### config.mk
export PLATFORM = sky130hd
export DESIGN_NAME = imem_arbiter_flat
export DESIGN_NICKNAME = d
export VERILOG_FILES = /design/src/rtl/imem_arbiter_if.sv /design/src/rtl/imem_arbiter.sv /design/src/flat_wrapper.sv
export SDC_FILE = /design/constraint.sdc
export NUM_CORES = 1
export LEC_CHECK = 0
export ABC_AREA = 0
export CORE_ASPECT_RATIO = 1.2
export CORE_MARGIN = 5
export CORE_UTILIZATION = 33
export DETAILED_ROUTE_END_ITERATION = 16
export PLACE_DENSITY = 0.8
export SLEW_MARGIN = 0
export SYNTH_ARGS = -nofsm -noshare
export SYNTH_HDL_FRONTEND = slang
export SYNTH_SLANG_ARGS = --single-unit
export TNS_END_PERCENT = 1
### constraint.sdc
create_clock -name clk -period 1.55 [get_ports clk]
set_input_delay 0.155 -clock clk [delete_from_list [all_inputs] [get_ports clk]]
set_output_delay 0.155 -clock clk [all_outputs]
set_load 0.01 [all_outputs]
### src/rtl/imem_arbiter_if.sv
// Handshake bundle between the IF stage, the program loader, the arbiter and
// the single-port instruction memory. The arbiter drives the memory side (master).
interface imem_arbiter_if #(
    parameter int WIDTH = 32
);
    logic             f_req;
    logic [WIDTH-1:0] f_addr;
    logic             f_flush;
    logic             f_ack;
    logic [31:0]      f_rdata;
    logic             stall_if;

    logic             l_req;
    logic [WIDTH-1:0] l_addr;
    logic [31:0]      l_wdata;
    logic             l_ack;

    logic             mem_req;
    logic             mem_we;
    logic [WIDTH-1:0] mem_addr;
    logic [31:0]      mem_wdata;
    logic             mem_ack;
    logic [31:0]      mem_rdata;

    modport master (
        input  f_req, f_addr, f_flush, l_req, l_addr, l_wdata, mem_ack, mem_rdata,
        output f_ack, f_rdata, stall_if, l_ack, mem_req, mem_we, mem_addr, mem_wdata
    );

    modport slave (
        output f_req, f_addr, f_flush, l_req, l_addr, l_wdata, mem_ack, mem_rdata,
        input  f_ack, f_rdata, stall_if, l_ack, mem_req, mem_we, mem_addr, mem_wdata
    );
endinterface

### src/rtl/imem_arbiter.sv
// Round-robin arbiter sharing one instruction-memory port between IF fetches and
// the program loader. Define IMEM_ARB_TIMEOUT_EN to enable the mem_ack watchdog.
module imem_arbiter #(
    parameter int WIDTH   = 32,
    parameter int TIMEOUT = 15
) (
    input  logic           clk,
    input  logic           rst,
    imem_arbiter_if.master bus,
    output logic           err
);
    // state | meaning
    // IDLE  | no memory cycle in flight; arbitrate f_req / l_req
    // FETCH | instruction read in flight for the IF stage
    // LOAD  | loader write in flight
    typedef enum logic [1:0] {IDLE, FETCH, LOAD} state_t;
    typedef enum logic {GNT_FETCH, GNT_LOAD} grant_t;

    localparam logic [31:0] NOP = 32'h0000_0013;

    state_t           state, state_nxt;
    grant_t           last_grant, last_grant_nxt;
    logic             flushed, flushed_nxt;
    logic             mem_req_nxt, mem_we_nxt;
    logic [WIDTH-1:0] mem_addr_nxt;
    logic [31:0]      mem_wdata_nxt;
    logic             f_ack_nxt, l_ack_nxt;
    logic [31:0]      f_rdata_nxt;
    logic             f_cand, l_cand;
    logic             grant_f, grant_l;
    logic             to_hit;

    // A requester whose ack is pulsing this cycle still shows req high; it has
    // not yet presented its next request, so it sits out this arbitration.
    assign f_cand = bus.f_req && !bus.f_flush && !bus.f_ack;
    assign l_cand = bus.l_req && !bus.l_ack;

    assign bus.stall_if = bus.f_req && !bus.f_ack;

`ifdef IMEM_ARB_TIMEOUT_EN
    localparam logic [7:0] TO_LAST = 8'(TIMEOUT - 1);

    logic [7:0] to_cnt;
    logic       err_q;

    // mem_ack in the terminal cycle wins over the watchdog.
    assign to_hit = (state != IDLE) && !bus.mem_ack && (to_cnt == TO_LAST);
    assign err    = err_q;

    always_ff @(posedge clk) begin
        if (rst) begin
            to_cnt <= 8'd0;
            err_q  <= 1'b0;
        end else begin
            if (state == IDLE) begin
                to_cnt <= 8'd0;
            end else if (bus.mem_req) begin
                to_cnt <= to_cnt + 8'd1;
            end
            if (to_hit) begin
                err_q <= 1'b1;
            end
        end
    end
`else
    logic [31:0] unused_timeout;

    assign unused_timeout = 32'(TIMEOUT);
    assign to_hit         = 1'b0;
    assign err            = 1'b0;
`endif

    always_comb begin
        state_nxt      = state;
        last_grant_nxt = last_grant;
        flushed_nxt    = flushed;
        mem_req_nxt    = bus.mem_req;
        mem_we_nxt     = bus.mem_we;
        mem_addr_nxt   = bus.mem_addr;
        mem_wdata_nxt  = bus.mem_wdata;
        f_ack_nxt      = 1'b0;
        l_ack_nxt      = 1'b0;
        f_rdata_nxt    = bus.f_rdata;
        grant_f        = 1'b0;
        grant_l        = 1'b0;

        case (state)
            IDLE: begin
                grant_f = f_cand && (!l_cand || (last_grant == GNT_LOAD));
                grant_l = l_cand && !grant_f;
                if (grant_f) begin
                    state_nxt      = FETCH;
                    last_grant_nxt = GNT_FETCH;
                    flushed_nxt    = 1'b0;
                    mem_req_nxt    = 1'b1;
                    mem_we_nxt     = 1'b0;
                    mem_addr_nxt   = bus.f_addr;
                    mem_wdata_nxt  = '0;
                end else if (grant_l) begin
                    state_nxt      = LOAD;
                    last_grant_nxt = GNT_LOAD;
                    flushed_nxt    = 1'b0;
                    mem_req_nxt    = 1'b1;
                    mem_we_nxt     = 1'b1;
                    mem_addr_nxt   = bus.l_addr;
                    mem_wdata_nxt  = bus.l_wdata;
                end
            end

            FETCH: begin
                if (bus.f_flush) begin
                    flushed_nxt = 1'b1;
                end
                if (bus.mem_ack || to_hit) begin
                    state_nxt   = IDLE;
                    mem_req_nxt = 1'b0;
                    mem_we_nxt  = 1'b0;
                    // A redirect seen at any point of the cycle discards the word.
                    f_ack_nxt   = !(flushed || bus.f_flush);
                    if (f_ack_nxt) begin
                        f_rdata_nxt = bus.mem_ack ? bus.mem_rdata : NOP;
                    end
                end
            end

            LOAD: begin
                if (bus.mem_ack || to_hit) begin
                    state_nxt   = IDLE;
                    mem_req_nxt = 1'b0;
                    mem_we_nxt  = 1'b0;
                    l_ack_nxt   = 1'b1;
                end
            end

            default: begin
                state_nxt = IDLE;
            end
        endcase
    end

    always_ff @(posedge clk) begin
        if (rst) begin
            state         <= IDLE;
            last_grant    <= GNT_LOAD;
            flushed       <= 1'b0;
            bus.mem_req   <= 1'b0;
            bus.mem_we    <= 1'b0;
            bus.mem_addr  <= '0;
            bus.mem_wdata <= '0;
            bus.f_ack     <= 1'b0;
            bus.l_ack     <= 1'b0;
            bus.f_rdata   <= '0;
        end else begin
            state         <= state_nxt;
            last_grant    <= last_grant_nxt;
            flushed       <= flushed_nxt;
            bus.mem_req   <= mem_req_nxt;
            bus.mem_we    <= mem_we_nxt;
            bus.mem_addr  <= mem_addr_nxt;
            bus.mem_wdata <= mem_wdata_nxt;
            bus.f_ack     <= f_ack_nxt;
            bus.l_ack     <= l_ack_nxt;
            bus.f_rdata   <= f_rdata_nxt;
        end
    end
endmodule

### src/flat_wrapper.sv
// flat-port wrapper written by rule: the top's interface ports become plain ports
module imem_arbiter_flat 
#(
    parameter int WIDTH   = 32,
    parameter int TIMEOUT = 15
)
  (clk, rst, err, bus_f_req, bus_f_addr, bus_f_flush, bus_l_req, bus_l_addr, bus_l_wdata, bus_mem_ack, bus_mem_rdata, bus_f_ack, bus_f_rdata, bus_stall_if, bus_l_ack, bus_mem_req, bus_mem_we, bus_mem_addr, bus_mem_wdata);
  imem_arbiter_if #(.WIDTH(WIDTH)) bus_i ();
  input  logic clk;
  input  logic rst;
  output logic err;
  input wire logic [$bits(bus_i.f_req)-1:0] bus_f_req;
  input wire logic [$bits(bus_i.f_addr)-1:0] bus_f_addr;
  input wire logic [$bits(bus_i.f_flush)-1:0] bus_f_flush;
  input wire logic [$bits(bus_i.l_req)-1:0] bus_l_req;
  input wire logic [$bits(bus_i.l_addr)-1:0] bus_l_addr;
  input wire logic [$bits(bus_i.l_wdata)-1:0] bus_l_wdata;
  input wire logic [$bits(bus_i.mem_ack)-1:0] bus_mem_ack;
  input wire logic [$bits(bus_i.mem_rdata)-1:0] bus_mem_rdata;
  output wire logic [$bits(bus_i.f_ack)-1:0] bus_f_ack;
  output wire logic [$bits(bus_i.f_rdata)-1:0] bus_f_rdata;
  output wire logic [$bits(bus_i.stall_if)-1:0] bus_stall_if;
  output wire logic [$bits(bus_i.l_ack)-1:0] bus_l_ack;
  output wire logic [$bits(bus_i.mem_req)-1:0] bus_mem_req;
  output wire logic [$bits(bus_i.mem_we)-1:0] bus_mem_we;
  output wire logic [$bits(bus_i.mem_addr)-1:0] bus_mem_addr;
  output wire logic [$bits(bus_i.mem_wdata)-1:0] bus_mem_wdata;
  assign bus_i.f_req = bus_f_req;
  assign bus_i.f_addr = bus_f_addr;
  assign bus_i.f_flush = bus_f_flush;
  assign bus_i.l_req = bus_l_req;
  assign bus_i.l_addr = bus_l_addr;
  assign bus_i.l_wdata = bus_l_wdata;
  assign bus_i.mem_ack = bus_mem_ack;
  assign bus_i.mem_rdata = bus_mem_rdata;
  assign bus_f_ack = bus_i.f_ack;
  assign bus_f_rdata = bus_i.f_rdata;
  assign bus_stall_if = bus_i.stall_if;
  assign bus_l_ack = bus_i.l_ack;
  assign bus_mem_req = bus_i.mem_req;
  assign bus_mem_we = bus_i.mem_we;
  assign bus_mem_addr = bus_i.mem_addr;
  assign bus_mem_wdata = bus_i.mem_wdata;
  imem_arbiter #(.WIDTH(WIDTH), .TIMEOUT(TIMEOUT)) u_core (.clk(clk), .rst(rst), .bus(bus_i), .err(err));
endmodule
==> reports/results.ini <==
[timing]
whs_ns=0.354
period_share_pct=106
fin_skew_ns=0.00659
setup_violations=35
drv_slew=0
fmax_ghz=0.610
rsz0062_at_grt=yes
hold_viol_final=0
post-route-min-period_ns=1.64
final.setup.worst_slack_ns=-0.0887

[die]
die_area_mm2=0.0137
die_h_um=127
die_w_um=108
coreArea_mm2=0.0111
start_util_pct=34.0
num_rows=42
ios=236

[clock_tree]
clock_sinks=104
htree_num_levels=3
insertion_delay_ns=0.34
clk_pin_slew_worst_paths_ns=0.07
cts.path.max_buffers=2
cts_root_buf=clkbuf_16
cts_buffers=9
cts_tree=built

[status]
status=finished with violations
violations=negative setup slack

[synthesis]
syn_nets=506
synth_seq_cells=104
synth.avg_cell_area_um2=10.3
synth-seq-area-share_pct=54.9
yosysWarnings=0
synth_cell_type_count=34
synth_cells=369
synth_area_mm2=0.00379

[worst_setup_path]
critPathArrivalTime_ns=1.87
crit_type=reg2reg
slowest_stage=dfxtp_2
required_ns=1.78
path_max_fanout=8
cp-start-kind=flop
ff2ff_path_depth=7
cp-end-kind=flop
max_stage_delay_ns=0.34
path_cells=inv_2 > ha_4 > and4bb_1 > o21ai_2 > nor2_4 > clkbuf_16 > a221o_1

[detailed_routing]
vias_per_cell=4.91
wl_per_cell_um=17.4
drc_errors=0
num_vias=3807
drt_iter0_drc=154
antenna_left=0
routed_wl_um=13500
drtPass1Iterations=7

[global_routing]
busiest_layer=met2
grt_pass1_vias=3916
grtUsageTotal_pct=18.4
met3_usage_pct=6.61
grt_max_degree=42
use_met2_pct=32.7
gr-usage-met1_pct=18.8
antenna_found_initial=0
grt_pass1_wl_um=20000
grt-ovfl-total=0

[power]
leakagePower_nw=2.57
total_power_mw=6.81
ir_drop_uv=499
power_density_mw_per_mm2=989

[place]
place.gp.congestion=0.764
place_area_mm2=0.00643
pre_cts_ws_ns=-0.308
numPortBuffers=234
hpwl_um=9990

[min_path]
hp-class=in2reg
hold_depth=3

[final_layout]
antenna_cells=0
nNetsFinal=754
drive_gt1_share_pct=10.8
layout_common_cells=clkdlybuf4s50_1, dfxtp_1, nand2_1
final_common_cell=clkdlybuf4s50_1
postLayoutCoreUtil_pct=61.8
n_fill_cell=915
final_area_mm2=0.00689
area_growth_syn_to_layout_pct=81.7

[job]
maxCapViolCount=0

## power by group
group          switching, mW  internal (mW)  total [mW]
registers              0.111           2.87        2.98
clock network           1.03           1.32        2.35
logic                  0.548          0.937        1.48
## flip-flops by register name, summed over array words and instances, names as in the netlist
signal,count
u_core.bus.l_ack,1
u_core.flushed,1
u_core.bus.mem_we,1
u_core.state,2
u_core.bus.mem_wdata,32
u_core.bus.mem_req,1
u_core.bus.f_rdata,32
u_core.bus.f_ack,1
u_core.bus.mem_addr,32
u_core.last_grant,1
## cell usage after synthesis
cell / number / area share [%]
a211oi_4: 1 / 0.53
a21oi_1: 34 / 4.5
a221o_1: 32 / 8.5
a22o_1: 32 / 7.4
a311o_1: 1 / 0.26
a31oi_1: 1 / 0.17
and2_1: 32 / 5.3
and4bb_1: 1 / 0.33
buf_2: 10 / 1.3
buf_4: 2 / 0.40
buf_6: 7 / 2.1
clkbuf_1: 9 / 0.89
clkbuf_2: 2 / 0.26
conb_1: 1 / 0.099
dfxtp_1: 104 / 55
ha_1: 3 / 0.99
inv_1: 4 / 0.40
nand2_1: 66 / 6.5
nand2b_1: 3 / 0.50
nand3_1: 1 / 0.13
nand4bb_1: 1 / 0.30
nor2_1: 4 / 0.40
nor2_2: 1 / 0.17
nor2b_1: 4 / 0.66
nor2b_4: 1 / 0.36
nor3b_4: 1 / 0.50
nor4bb_1: 1 / 0.26
o21a_1: 1 / 0.20
o21ai_0: 2 / 0.26
o21ai_1: 1 / 0.13
o21ai_2: 1 / 0.23
o22ai_1: 1 / 0.17
o32ai_1: 3 / 0.69
or3b_2: 1 / 0.23
## critical path: cells and delay by family, from the launching register on
kind / cells / cell delay, ns
compound gates: 2 / 0.43
fa+ha+maj: 1 / 0.18
buf+inv: 2 / 0.23
flops: 1 / 0.34
simple gates: 2 / 0.34
## cells by family after synthesis
logic type | synth area share (%)
simple gates | 15.6
compound gates | 23.0
flops | 54.9
buf+inv | 5.35
fa+ha+maj | 0.991
other cells | 0.0989
## per-stage QoR
step,instances,TNS (ns)
2_1_floorplan,369,0
3_3_place_gp,753,-17.66
3_5_place_dp,753,-21.03
4_1_cts,772,-0.991
5_1_grt,776,-4.87
6_report,776,-2.15
## path summary, 6_finish.rpt
kind                                       start                                   to  slack (ns)
max                 u_core.state[1]$_SDFFE_PP0P_  u_core.bus.mem_addr[9]$_SDFFE_PP0P_       -0.09
min                            bus_mem_rdata[19]  u_core.bus.f_rdata[19]$_SDFFE_PP0P_        0.35
max reg2reg         u_core.state[1]$_SDFFE_PP0P_  u_core.bus.mem_addr[9]$_SDFFE_PP0P_       -0.09
min reg2reg  u_core.bus.f_rdata[19]$_SDFFE_PP0P_  u_core.bus.f_rdata[19]$_SDFFE_PP0P_        0.45
## per-layer routing
metal,up-vias,wire length [µm]
li1,1817,-
met1,1769,4850
met2,186,6880
met3,35,1310
met4,0,463
met5,-,0
## cell type report
class,count,area (µm²),share of cell area [%]
Timing Repair Buffer,267,2720,39.5
Inverter,4,15.0,0.218
Multi-Input combinational cell,231,1560,22.7
Clock buffer,10,239,3.47
Sequential cell,104,2090,30.3
Tap cell,154,193,2.80
Clock inverter,6,72.6,1.05
## timing repair
action,CTS,global route
pin swaps,31,4
hold endpoints to repair,0,0
hold buffers,0,0
endpoints found under the setup margin,65,75
buffers inserted,2,3
gates cloned,1,1
resized for setup,9,13
Power figures use the tool's default switching activity.
